<file path="src/rtl/input_debounce_buffer.sv">
// ---------------------------------------------------------------------------
// input_debounce_buffer
//
// Purpose:
//   Synchronises and debounces a bank of slide switches and push buttons.
//   Debounced button presses are recorded as sticky event flags and as a
//   saturating 16-bit press counter. All state is exposed through a small
//   register window with a zero-latency read path.
//
// Parameters:
//   SW_W       switch input width (1..32)
//   BTN_W      button input width (1..16)
//   DB_CYCLES  consecutive disagreeing cycles needed before a debounced bit
//              follows its synchronised input (2..65535)
//
// Ports:
//   i_clk     rising-edge clock for all state
//   i_rst     synchronous active-high reset
//   i_io_sw   raw asynchronous switch levels
//   i_io_btn  raw asynchronous button levels, 1 = pressed
//   i_addr    register select: 0 switches, 1 buttons, 2 event flags,
//             3 press counter
//   i_rd_en   read strobe; reads of 2 and 3 with the strobe clear the register
//   o_rdata   combinational read data, unused upper bits read 0
// ---------------------------------------------------------------------------
module input_debounce_buffer #(
  parameter int SW_W      = 32,
  parameter int BTN_W     = 4,
  parameter int DB_CYCLES = 1000
) (
  input  logic             i_clk,
  input  logic             i_rst,
  input  logic [SW_W-1:0]  i_io_sw,
  input  logic [BTN_W-1:0] i_io_btn,
  input  logic [1:0]       i_addr,
  input  logic             i_rd_en,
  output logic [31:0]      o_rdata
);

  // Switches occupy the low bits of the combined vector, buttons the top.
  localparam int N      = SW_W + BTN_W;
  localparam int CNT_W  = $clog2(DB_CYCLES);
  localparam int RISE_W = $clog2(BTN_W + 1);
  localparam logic [CNT_W-1:0] CNT_MAX = CNT_W'(DB_CYCLES - 1);

  // Number of buttons that produced a debounced rising edge this cycle.
  function automatic logic [RISE_W-1:0] count_rises(input logic [BTN_W-1:0] rises);
    logic [RISE_W-1:0] n;
    n = '0;
    for (int i = 0; i < BTN_W; i++) begin
      n = n + RISE_W'(rises[i]);
    end
    return n;
  endfunction

  // Press counter accumulation that sticks at all-ones instead of wrapping.
  function automatic logic [15:0] sat_add16(input logic [15:0] acc,
                                            input logic [RISE_W-1:0] inc);
    logic [16:0] sum;
    sum = {1'b0, acc} + 17'(inc);
    return sum[16] ? 16'hFFFF : sum[15:0];
  endfunction

  logic [N-1:0]       raw;
  logic [N-1:0]       sync_p0;
  logic [N-1:0]       sync_p1;
  logic [N-1:0]       db_p2;
  logic [N-1:0]       db_next;
  logic [CNT_W-1:0]   cnt_p2   [N];
  logic [CNT_W-1:0]   cnt_next [N];
  logic [BTN_W-1:0]   btn_rise;
  logic [RISE_W-1:0]  n_rise;
  logic [BTN_W-1:0]   flags;
  logic [15:0]        press_cnt;
  logic               clr_flags;
  logic               clr_press;

  assign raw = {i_io_btn, i_io_sw};

  // ---- stage p0/p1: two-flop synchroniser on every raw input bit ----
  always_ff @(posedge i_clk) begin
    if (i_rst) begin
      sync_p0 <= '0;
      sync_p1 <= '0;
    end else begin
      sync_p0 <= raw;
      sync_p1 <= sync_p0;
    end
  end

  // ---- stage p2: per-bit debounce counters and debounced levels ----
  // A bit only flips once the synchronised value has disagreed with it on
  // DB_CYCLES consecutive edges; any agreeing edge restarts the count.
  always_comb begin
    db_next = db_p2;
    for (int i = 0; i < N; i++) begin
      cnt_next[i] = '0;
      if (sync_p1[i] != db_p2[i]) begin
        if (cnt_p2[i] == CNT_MAX) begin
          db_next[i] = sync_p1[i];
        end else begin
          cnt_next[i] = cnt_p2[i] + CNT_W'(1);
        end
      end
    end
  end

  always_ff @(posedge i_clk) begin
    if (i_rst) begin
      db_p2 <= '0;
      for (int i = 0; i < N; i++) begin
        cnt_p2[i] <= '0;
      end
    end else begin
      db_p2 <= db_next;
      for (int i = 0; i < N; i++) begin
        cnt_p2[i] <= cnt_next[i];
      end
    end
  end

  // Rises are taken from the next debounced value so the event registers on
  // the same edge as the debounced level change.
  assign btn_rise  = db_next[N-1:SW_W] & ~db_p2[N-1:SW_W];
  assign n_rise    = count_rises(btn_rise);
  assign clr_flags = i_rd_en && (i_addr == 2'd2);
  assign clr_press = i_rd_en && (i_addr == 2'd3);

  // ---- stage p3: event flags and press counter ----
  // On a clearing read the new rises are still applied, so a press landing on
  // the same edge as the read is never lost.
  always_ff @(posedge i_clk) begin
    if (i_rst) begin
      flags     <= '0;
      press_cnt <= '0;
    end else begin
      flags     <= clr_flags ? btn_rise : (flags | btn_rise);
      press_cnt <= clr_press ? 16'(n_rise) : sat_add16(press_cnt, n_rise);
    end
  end

  always_comb begin
    o_rdata = '0;
    case (i_addr)
      2'd0:    o_rdata = 32'(db_p2[SW_W-1:0]);
      2'd1:    o_rdata = 32'(db_p2[N-1:SW_W]);
      2'd2:    o_rdata = 32'(flags);
      2'd3:    o_rdata = {16'h0000, press_cnt};
      default: o_rdata = '0;
    endcase
  end

endmodule

</file>
<file path="config.mk">
export PLATFORM = sky130hd
export DESIGN_NAME = input_debounce_buffer
export DESIGN_NICKNAME = d
export VERILOG_FILES = /design/src/rtl/input_debounce_buffer.sv
export SDC_FILE = /design/constraint.sdc
export NUM_CORES = 1
export LEC_CHECK = 0
export CAP_MARGIN = 20
export CORE_MARGIN = 2
export CORE_UTILIZATION = 67
export CTS_BUF_LIST = sky130_fd_sc_hd__clkbuf_8
export DETAILED_ROUTE_END_ITERATION = 10
export GPL_TIMING_DRIVEN = 0
export PLACE_DENSITY = 0.84
export SLEW_MARGIN = 10
export SYNTH_ARGS = -nofsm -noshare
export SYNTH_HDL_FRONTEND = slang
export SYNTH_SLANG_ARGS = --single-unit
</file>
<file path="constraint.sdc">
create_clock -name i_clk -period 8.7 [get_ports i_clk]
set_clock_uncertainty 0.1 [all_clocks]
set_input_delay 1.74 -clock i_clk [delete_from_list [all_inputs] [get_ports i_clk]]
set_output_delay 1.74 -clock i_clk [all_outputs]
set_load 0.02 [all_outputs]
</file>
# Yosys cells after proc, flatten, opt, wreduce, memory -nomap -nowiden
# Memory sizes are Yosys's and may differ from the RTL's.
# Index checks and enable logic that the tools add are counted.
[word_totals] register_bits=128 ramBits=360 output_inout_bits=32 word_cells=352 n_memories=1
[memory_table] name="cnt_p2" words=36 word_bits=10 rd=36 rd_clocked_by_memory_dff=0 write_ports=36 line="69" rtl="logic [CNT_W-1:0] cnt_p2 [N];"
[op_classes] n_addsub=40 eq_ne=75 mux=123 n_bitwise=39 reduce_logical=36
[op_table] cell="10-bit 2-to-1 mux" count=108
[op_table] cell="10-bit by 1-bit adder with 10-bit output (second input constant)" count=36
[op_table] cell="10-bit equality test (second input constant)" count=36
[op_table] cell="32-bit case mux with 4 select lines" count=1
[op_table] cell="2-bit AND reduction" count=32
[op_table] cell="1-bit != test" count=36
[op_table] cell="1-bit OR" count=36
[op_table] cell="16-bit by 3-bit adder with 17-bit output" count=1
[op_table] cell="16-bit 2-to-1 mux" count=1
[op_table] cell="1-bit 2-to-1 mux" count=11
[op_table] cell="4-bit AND" count=1
[op_table] cell="2-bit equality test (second input constant)" count=2
[op_table] cell="4-bit 2-to-1 mux" count=1
[op_table] cell="4-bit inverter" count=1
[op_table] cell="4-bit OR" count=1
[op_table] cell="2-bit by 1-bit adder with 3-bit output" count=1
[op_table] cell="3-bit by 1-bit adder with 3-bit output" count=1
[op_table] cell="3-bit 2-to-1 mux" count=1
[op_table] cell="1-bit by 1-bit adder with 2-bit output" count=1
[op_table] cell="2-bit by 1-bit equality test with 1-bit output (second input constant)" count=1
[op_table] cell="1-bit logical AND" count=2
[op_table] cell="2-bit logical NOT" count=1
[op_table] cell="2-bit OR reduction" count=1

# Logic depth before layout (Yosys ltp)
# Gate-level depths: netlist of the first run.
[logic_depth] depth_word=10 ltp_mapped=14

# Least setup slack after synthesis of the first run
# Ideal clock, no wire load.
[synth_timing] kind="input to output" startpoint="input port i_addr[0]" endpoint="output port o_rdata[10]" arrival_time_ns=2.709 path_slack_ns=4.151 path_stages=4 path_buffers=2 cell_sequence="buf_2 > and2_1 > clkbuf_1 > a22o_1"
[synth_via] elab_chain_cells=2
[synth_rtl] item="start: declaration" line="35" rtl="input logic [1:0] i_addr,"
[synth_rtl] item="2-bit equality test, or another cell as far along" line="144" rtl="case (i_addr)"
[synth_rtl] item="32-bit case mux with 4 select lines *" line="144"
[synth_rtl] item="end: declaration" line="37" rtl="output logic [31:0] o_rdata"
# Every way passes the cells marked *; elsewhere a longest branch is shown, timed or not.

# Worst setup path after layout of the first run
[layout_timing] startpoint="input port i_addr[0]" endpoint="output port o_rdata[12]"
# Same word-level chain as after synthesis.

==> metrics list, run 1 <==
- CP max stage delay: 0.67 ns
- Critical path launch point type: input port
* Unrepaired setup endpoints after global routing: false
- Count of boundary I/O pins: 73
* Mean cell area of the mapped netlist: slightly above 9 sq um
- The Yosys step of the flow raised 0 warnings.
- After Yosys synthesis, and, or, nand and nor cells account for 27.1% of the synthesized area.
* Normalized max-slew margin: between 30% and 40%
* Root buffer selected by CTS: clkbuf_8
- Total power for the finished layout comes to between 4 and 5 mW.
- Max Transition Viols Final: 0
- Timing would allow up to between 0.15 and 0.2 GHz.
- IR analysis of the VDD net gives a maximum drop of 121 uV.
- Maximum count of clock buffers along a single path: 3
- CTS Sinks: 488
- Total via count after detailed routing: approximately 15,000
* Remaining number of nets flagged by the antenna check after routing: 0
- Synthesis inferred 488 register bits.
- DIE HEIGHT: roughly 170 um
- For the pin with the worst max-slew slack, the measured transition is 1.01 ns.
- TritonCTS built the clock tree.
* Clock latency on the worst-skew pair: 0.59 ns
* Cts-stage hold buffer count: 0
- Entering global routing, the biggest net connects 11 pins.
* Setup TNS: 0 ns
- After global routing the overflow that remains totals 0.
* Std-Cell Rows: 62
- The synthesized netlist devotes between 10% and 20% of its cell area to XOR and XNOR gates.
- Walking the worst path, the cells encountered are buf_2 > nor2_2 > clkbuf_1 > a22o_1 > clkdlybuf4s50_1.
- The portion of synthesized area spent on multiplexers is around 2.2%.
* Gr usage total: between 20% and 30%
* Critical Setup Path Class: input port to output port
* Synth Area in Compound Gates: 2.60%
- Vias in the first global route: 14,400
- Number of antenna violations at the first check in global routing: 0
* Distinct cells, synth: 54
- Count of instances resized after the clock tree is built: 0
* Number of remaining DRC errors: 0
- Worst reg2reg setup slack: 4.60 ns
- Max-cap violations in this run came to 0.
- Critical Path Sink Type: output port
- Die X-Extent: 175 um
- Gate count after technology mapping: ~2,100
- Number of setup violations in the final report: 0
- Reg clk slew, reported paths: 0.06 ns
- The pre-antenna-repair detailed-routing pass consisted of 5 iterations.
- Routability-driven placement finished with a final weighted congestion of 0.843.
- Buffers added to address setup during post-CTS repair amount to 0.
* Port Buffers: 70
- Power per cell area: approximately 190 nW/um^2
- Required time worst endpoint: 6.86 ns
* Area Growth Syn to Fin: 13.7%
- Initial core utilization: 68.2%
- Dominant combinational cell family by area after synthesis: simple AND/OR/NAND/NOR gates
* Min Tclk post-route: 5.83 ns
* Max H-tree Level: 3
- Hold Fails Final Rpt: 0
- Class of the tightest hold or removal check: flop to flop
- The run finished with clean final reports.
- Post-layout nets: between 2,000 and 2,500
- Static leakage power: 8.07 nW
- Final Cycle Share: 67.0%
* HPWL after DPL: 26,300 um
- Global-route wire length before repair: 64,600 um
* Depth of the worst register-to-register path: 14
* Arithmetic-cell share of the synthesized area counting full adders, half adders and majority gates: under 10%
* Post-synth net total: 2,198
- The floorplan step defined a die boundary enclosing 30,600 sq um.
- In this run, the number of DRC markers left after iteration 0 of detailed routing was approximately 830.
* Seq/Total Area, Yosys: 49.9%
- At the worst endpoint, the arrival time is around 4 ns.
- Worst Path Max Fanout: 10
- After filler insertion, the fill cell instance count of the layout stands at just under 2,000.
* Num CTS Buffers: 76
- Counting instances, the worst hold path has a depth of 1.
* Total length of routed wires: 38,700 um
* Total standard cell area after synthesis: 19,600 sq um
* Wire length per cell: 14.3 um
* Placeable core region: 28,700 sq um
* Vias per cell: 5.41
- In the final layout, the share of cells above drive strength 1 is 7.45%.
- Crit-path slowest cell: clkbuf_1
## critical path, delay by kind of cell
family,cells,cell delay (ns)
buffers and inverters,3,1.47
AO/OA/AOI/OAI,1,0.31
AND/OR/NAND/NOR,1,0.48
## flip-flops by register name (all words and copies together) (netlist names)
| register | flops |
|---|---|
| cnt_p2 | 360 |
| db_p2 | 36 |
| sync_p0 | 36 |
| sync_p1 | 36 |
| press_cnt | 16 |
| flags | 4 |
## area by class of cell
class	instances	area, sq um	area share, %
plain buffers	35	166	0.748
diodes	1	2.50	0.0112
clock buffers	96	1320	5.94
flip-flops and latches	488	9770	43.9
well taps	384	480	2.16
repair buffers	70	701	3.15
multi-input cells	1558	9510	42.7
clock inverters	41	183	0.821
inverters	33	124	0.557
## where the power goes
group | switching (mW) | total (mW) | internal (mW) | leakage (nW)
registers | 0.0111 | 2.27 | 2.26 | 3.95
logic | 0.0540 | 0.0929 | 0.0389 | 3.24
clock network | 0.859 | 1.85 | 0.995 | 0.890
total | 0.924 | 4.22 | 3.29 | 8.07
## cells by family (layout without fill, tap and decap cells)
group                      count (synthesis)  in the layout
adders and majority gates                 43             43
DFF                                      488            488
AOI/OAI and AO/OA                         81             81
muxes                                     38             38
buffers and inverters                     68            275
other                                      0              1
and+or+nand+nor                         1086           1086
xor gates and xnor gates                 310            310
## through the flow
step / instances / hold slack (ns) / setup WS [ns] / instance area (sq um) / utilization (%)
after floorplan: 2114 / 0.311 / 4.15 / 19600 / -
after global placement: 2568 / 0.320 / 2.95 / 20700 / 72.3
after detailed placement: 2568 / 0.324 / 2.91 / 20700 / 72.3
after CTS: 2705 / 0.332 / 2.91 / 22300 / 77.5
after global routing: 2705 / 0.345 / 2.81 / 22300 / 77.5
final: 2706 / 0.328 / 2.87 / 22300 / 77.5
## worst paths after layout
check	endpoint	from
setup / recovery	o_rdata[12]	i_addr[0]
setup reg to reg	press_cnt[14]	cnt_p2[8][30]
hold reg to reg	sync_p1[29]	sync_p0[29]
hold / removal	sync_p1[29]	sync_p0[29]
## cells in the final DEF (no fill, tap or decap), types with 5 or more instances in the layout
cell / netlist / final
nor2b_1: 74 / 74
ha_1: 41 / 41
nand2b_1: 21 / 21
clkbuf_1: 14 / 14
nand4_1: 49 / 49
or4_1: 5 / 5
nand3_1: 85 / 85
or3_1: 26 / 26
and3_1: 80 / 80
clkinv_2: 0 / 8
nor3_1: 49 / 49
xnor2_1: 185 / 185
clkbuf_8: 0 / 96
nand2_1: 149 / 149
a21oi_1: 36 / 36
buf_2: 16 / 16
a22o_1: 12 / 12
o21ai_0: 20 / 20
dfxtp_1: 488 / 488
or4_4: 12 / 12
nor2_1: 442 / 442
inv_1: 33 / 62
mux2i_1: 34 / 34
xor2_1: 125 / 125
clkdlybuf4s50_1: 0 / 70
nor4_1: 5 / 5
nand2_2: 15 / 15
nor3b_1: 7 / 7
and2_1: 41 / 41
nand4b_1: 7 / 7
## synthesized netlist by cell type, drive strengths merged
cell type  count  area, sq um
nor2         444         1680
mux4           4         90.1
and4b          3         30.0
or4           17          173
a21oi         36          180
and2          41          257
nand2        165          664
and4           1         11.3
dfxtp        488         9770
xor2         125         1090
xnor2        185         1620
a22o          12          105
nand4b         7         61.3
o21a           1         7.51
ha            41          513
a31oi          3         18.8
nand3b         2         15.0
o21ai         20          100
o21ba          1         16.3
buf           21          114
mux2i         34          340
clkbuf        14         52.6
a311oi         2         23.8
nand3         86          435
nor4           5         31.3
nand4bb        1         11.3
inv           33          124
nor3          51          265
a211oi         4         40.0
nor4b          2         17.5
or2            2         12.5
nand2b        21          131
nand4         50          319
a41oi          1         8.76
nor3b          7         52.6
fa             2         40.0
a21o           1         7.51
or3           26          163
nor2b         74          463
and3          81          512
## per-layer routing
layer	global-route usage, %	share of wire, %
met5	0	0
met4	10.1	2.8
met3	4.16	4.1
met2	44.5	49
met1	31.0	44
(Power assumes the default switching activity.)
==> run 2, diff against run 1 <==
- CORE_UTILIZATION: 67 -> 63
- PLACE_DENSITY: 0.84 -> 0.8
- clock period: 8.7 -> 5.7 ns (I/O delays scaled with it)
==> run 2 against run 1 <==
Against the previous run:
- global-route usage is 2.5 points lower
- worst hold slack better by 0.0053 ns
- total power is 57% higher
- combinational power is 51% higher
- final cell count is 0.59% higher
- setup slack worse by 1.6 ns
- via count is 2.2% lower
- non-clock buffer count stayed put
- largest cell class unchanged
==> metrics list, run 2 (synthesis gave the netlist of run 1 again) <==
- The final critical path takes up 78.3% of the cycle.
- Critical Setup Path Class: input port to output port
- Internal power of the cells: 5.19 mW (+58%)
- Transition at the pin with the smallest max-transition slack: 1.02 ns (+0.0111 ns)
- Max-cap violations: 0 (unchanged)
- The maximum root-to-sink buffer count was 3 (unchanged).
* Combinational power share: 2.1% (about the same)
- In this run the clock root is driven by a clkbuf_8.
* Max reg flops: 360 (unchanged)
- Initial DRC Count: 601 (-28%)
- The largest fanout on the critical path came to 10 (unchanged).
- Max Transition Viols Final: 0 (unchanged)
* Post-layout nets: 2,348 (+0.085%)
- Most used cells in the layout excluding fill and tap cells: dfxtp_1, nor2_1, xnor2_1, nand2_1, xor2_1
* Total length of routed wires: 37,200 um (-3.9%)
- The register with the most flip-flops in the final layout is cnt_p2.
- The power density over the cells is 296 nW/um^2 (+56%).
* Unrepaired setup endpoints after global routing: false
* CP max stage delay: 0.61 ns (-0.06 ns)
- The overall die area came to 32,500 sq um (+6.2%).
* Switching Fraction: 21.8% (-0.082 points)
* Post-CTS setup buffer count: 0 (unchanged)
* Vias in the first global route: 14,200 (-1.4%)
- The kind of cell with the highest combined delay along the critical path is buffers and inverters.
- Wire length per cell: 13.7 um (-4.5%)
* Die X-Extent: 180 um (+3.1%)
- The flow ran to the end, and the final reports show no timing, DRC or antenna violations.
- Crit-path slowest cell: clkdlybuf4s50_1
- From synthesis to final layout, the design area changed by 14.5%.
- The worst path arrival time was 3.22 ns (-0.77 ns).
* Clock latency on the worst-skew pair: 0.60 ns (about the same)
* HPWL after DPL: 25,700 um (-2.2%)
* Min Tclk post-route: 4.46 ns
* Net switching power figure: 1.45 mW (+57%)
* Final global-route overflow total: 0 (unchanged)
- Required time worst endpoint: 4.46 ns (-2.40 ns)
- Critical path launch point type: input port
- Number of setup violations in the final report: 0 (unchanged)
* Cts-stage hold buffer count: 0 (unchanged)
- Fraction of layout instances using a drive strength above 1: 7.87% (+0.41 points)
- Max H-tree Level: 3 (unchanged)
* Normalized max-slew margin: 32.1% (-0.74 points)
- Port Buffers: 70 (unchanged)
- Static leakage power: 8.12 nW (+0.56%)
* Filler instances: 2,235 (+16%)
- Total via count after detailed routing: 14,300 (-2.2%)
* Critical-path cell list: buf_2 > nor2_2 > clkbuf_1 > and2_1 > clkdlybuf4s50_1
- The minimum setup slack after placement was 1.22 ns (-1.68 ns).
- Count of boundary I/O pins: 73 (unchanged)
- The aggregate global-route resource usage was 22.8% (-2.5 points).
- The largest vdd supply drop is 203 uV (+67%).
- Num CTS Buffers: 78 (+2.6%)
* Number of antenna violations at the first check in global routing: 0 (unchanged)
- CTS Sinks: 488 (unchanged)
- The first-pass detailed-route iteration total came to 5 (unchanged).
* Global-route wire length before repair: 62,900 um (-2.6%)
- Most common library cell in the layout ignoring fill and taps: dfxtp_1
- Total buffers and inverters traversed by the critical path: 3 (unchanged)
- The effective utilization at floorplan came to 64.0% (-4.2 points).
- Fmax: 0.224 GHz
- Relative contribution of the clock network to total power: 45.7% (+1.7 points)
- The height of the die came to 180 um (+3.1%).
* Maximum number of pins on one net before global-route repair: 12 (+1)
- RePlAce Congestion: 0.862 (+2.3%)
- The number of cell rows was 64 (+3.2%).
- The floorplan core area is 30,600 sq um (+6.6%).
- The number of inserted diodes was 0 (-1).
* Hold Fails Final Rpt: 0 (unchanged)
- Vias per cell: 5.26 (-2.8%)
- Remaining number of nets flagged by the antenna check after routing: 0 (unchanged)
- STA classifies the critical path endpoint as an output port.
* Clock tree from TritonCTS: done
* Number of remaining DRC errors: 0 (unchanged)
- The accumulated negative setup slack came to 0 ns (unchanged).
* Reg power frac: 52.1% (-1.7 points)
* Reg clk slew, reported paths: 0.06 ns (about the same)
* Class of the tightest hold or removal check: flop to flop
- Count of instances resized after the clock tree is built: 0 (unchanged)
- Post-route setup slack: 1.24 ns (-1.63 ns)
==> run 2: cell types whose count changed in the layout (fill, tap and decap cells not counted) <==
cell	previous run	this run
bufinv_16	0	1
clkbuf_8	96	104
clkinv_2	8	7
clkinv_8	0	1
clkinvlp_4	1	3
diode_2	1	0
inv_1	62	57
inv_6	3	1
inv_8	0	1
==> run 2: final timing paths <==
check	from	endpoint	slack (ns)	depth (start not counted)
max	i_addr[0]	o_rdata[29]	1.24	5
max reg2reg	cnt_p2[8][30]	press_cnt[14]	1.49	14
min reg2reg	sync_p0[19]	sync_p1[19]	0.33	1
min	sync_p0[19]	sync_p1[19]	0.33	1
==> run 2: power groups by stage <==
stage	Sequential, mW	Clock, mW	Combinational, mW
after floorplan	3.53	0	0.0774
after global placement	3.53	0	0.138
after detailed placement	3.54	0	0.140
after CTS	3.46	3.10	0.142
after global routing	3.46	3.26	0.153
final	3.46	3.04	0.140
==> run 2: final cells by class <==
cell class | instances | area (sq um) | area share, %
Timing Repair Buffer | 70 | 701 | 3.13
Clock inverter | 38 | 214 | 0.955
Clock buffer | 104 | 1430 | 6.39
Inverter | 33 | 124 | 0.553
Tap cell | 396 | 495 | 2.21
Multi-Input combinational cell | 1558 | 9510 | 42.4
Sequential cell | 488 | 9770 | 43.6
Buffer | 35 | 166 | 0.743
==> run 2: metal layers <==
layer | vias to the layer above | wire length (um) | track usage [%]
met5 | - | 0 | 0
met4 | 0 | 978 | 8.48
met3 | 82 | 1330 | 3.78
met2 | 207 | 18000 | 39.9
met1 | 6710 | 16900 | 28.1
li1 | 7323 | - | -
==> run 2: stage by stage <==
step	cell area [sq um]	std cells	util [%]	power (mW)	hold WS, ns
2_1_floorplan	19600	2114	-	3.61	0.311
3_3_place_gp	20800	2580	67.9	3.67	0.318
3_5_place_dp	20800	2580	67.9	3.68	0.324
4_1_cts	22400	2722	73.3	6.70	0.331
5_1_grt	22400	2722	73.3	6.87	0.341
6_report	22400	2722	73.3	6.64	0.334
==> run 2: worst register-to-register path, delay by kind of cell, from the launching register on <==
kind / cells / cell delay (ns)
AOI/OAI and AO/OA: 2 / 0.27
adders and majority gates: 5 / 1.73
buffers and inverters: 1 / 0.08
DFF: 1 / 0.35
and+or+nand+nor: 6 / 1.57
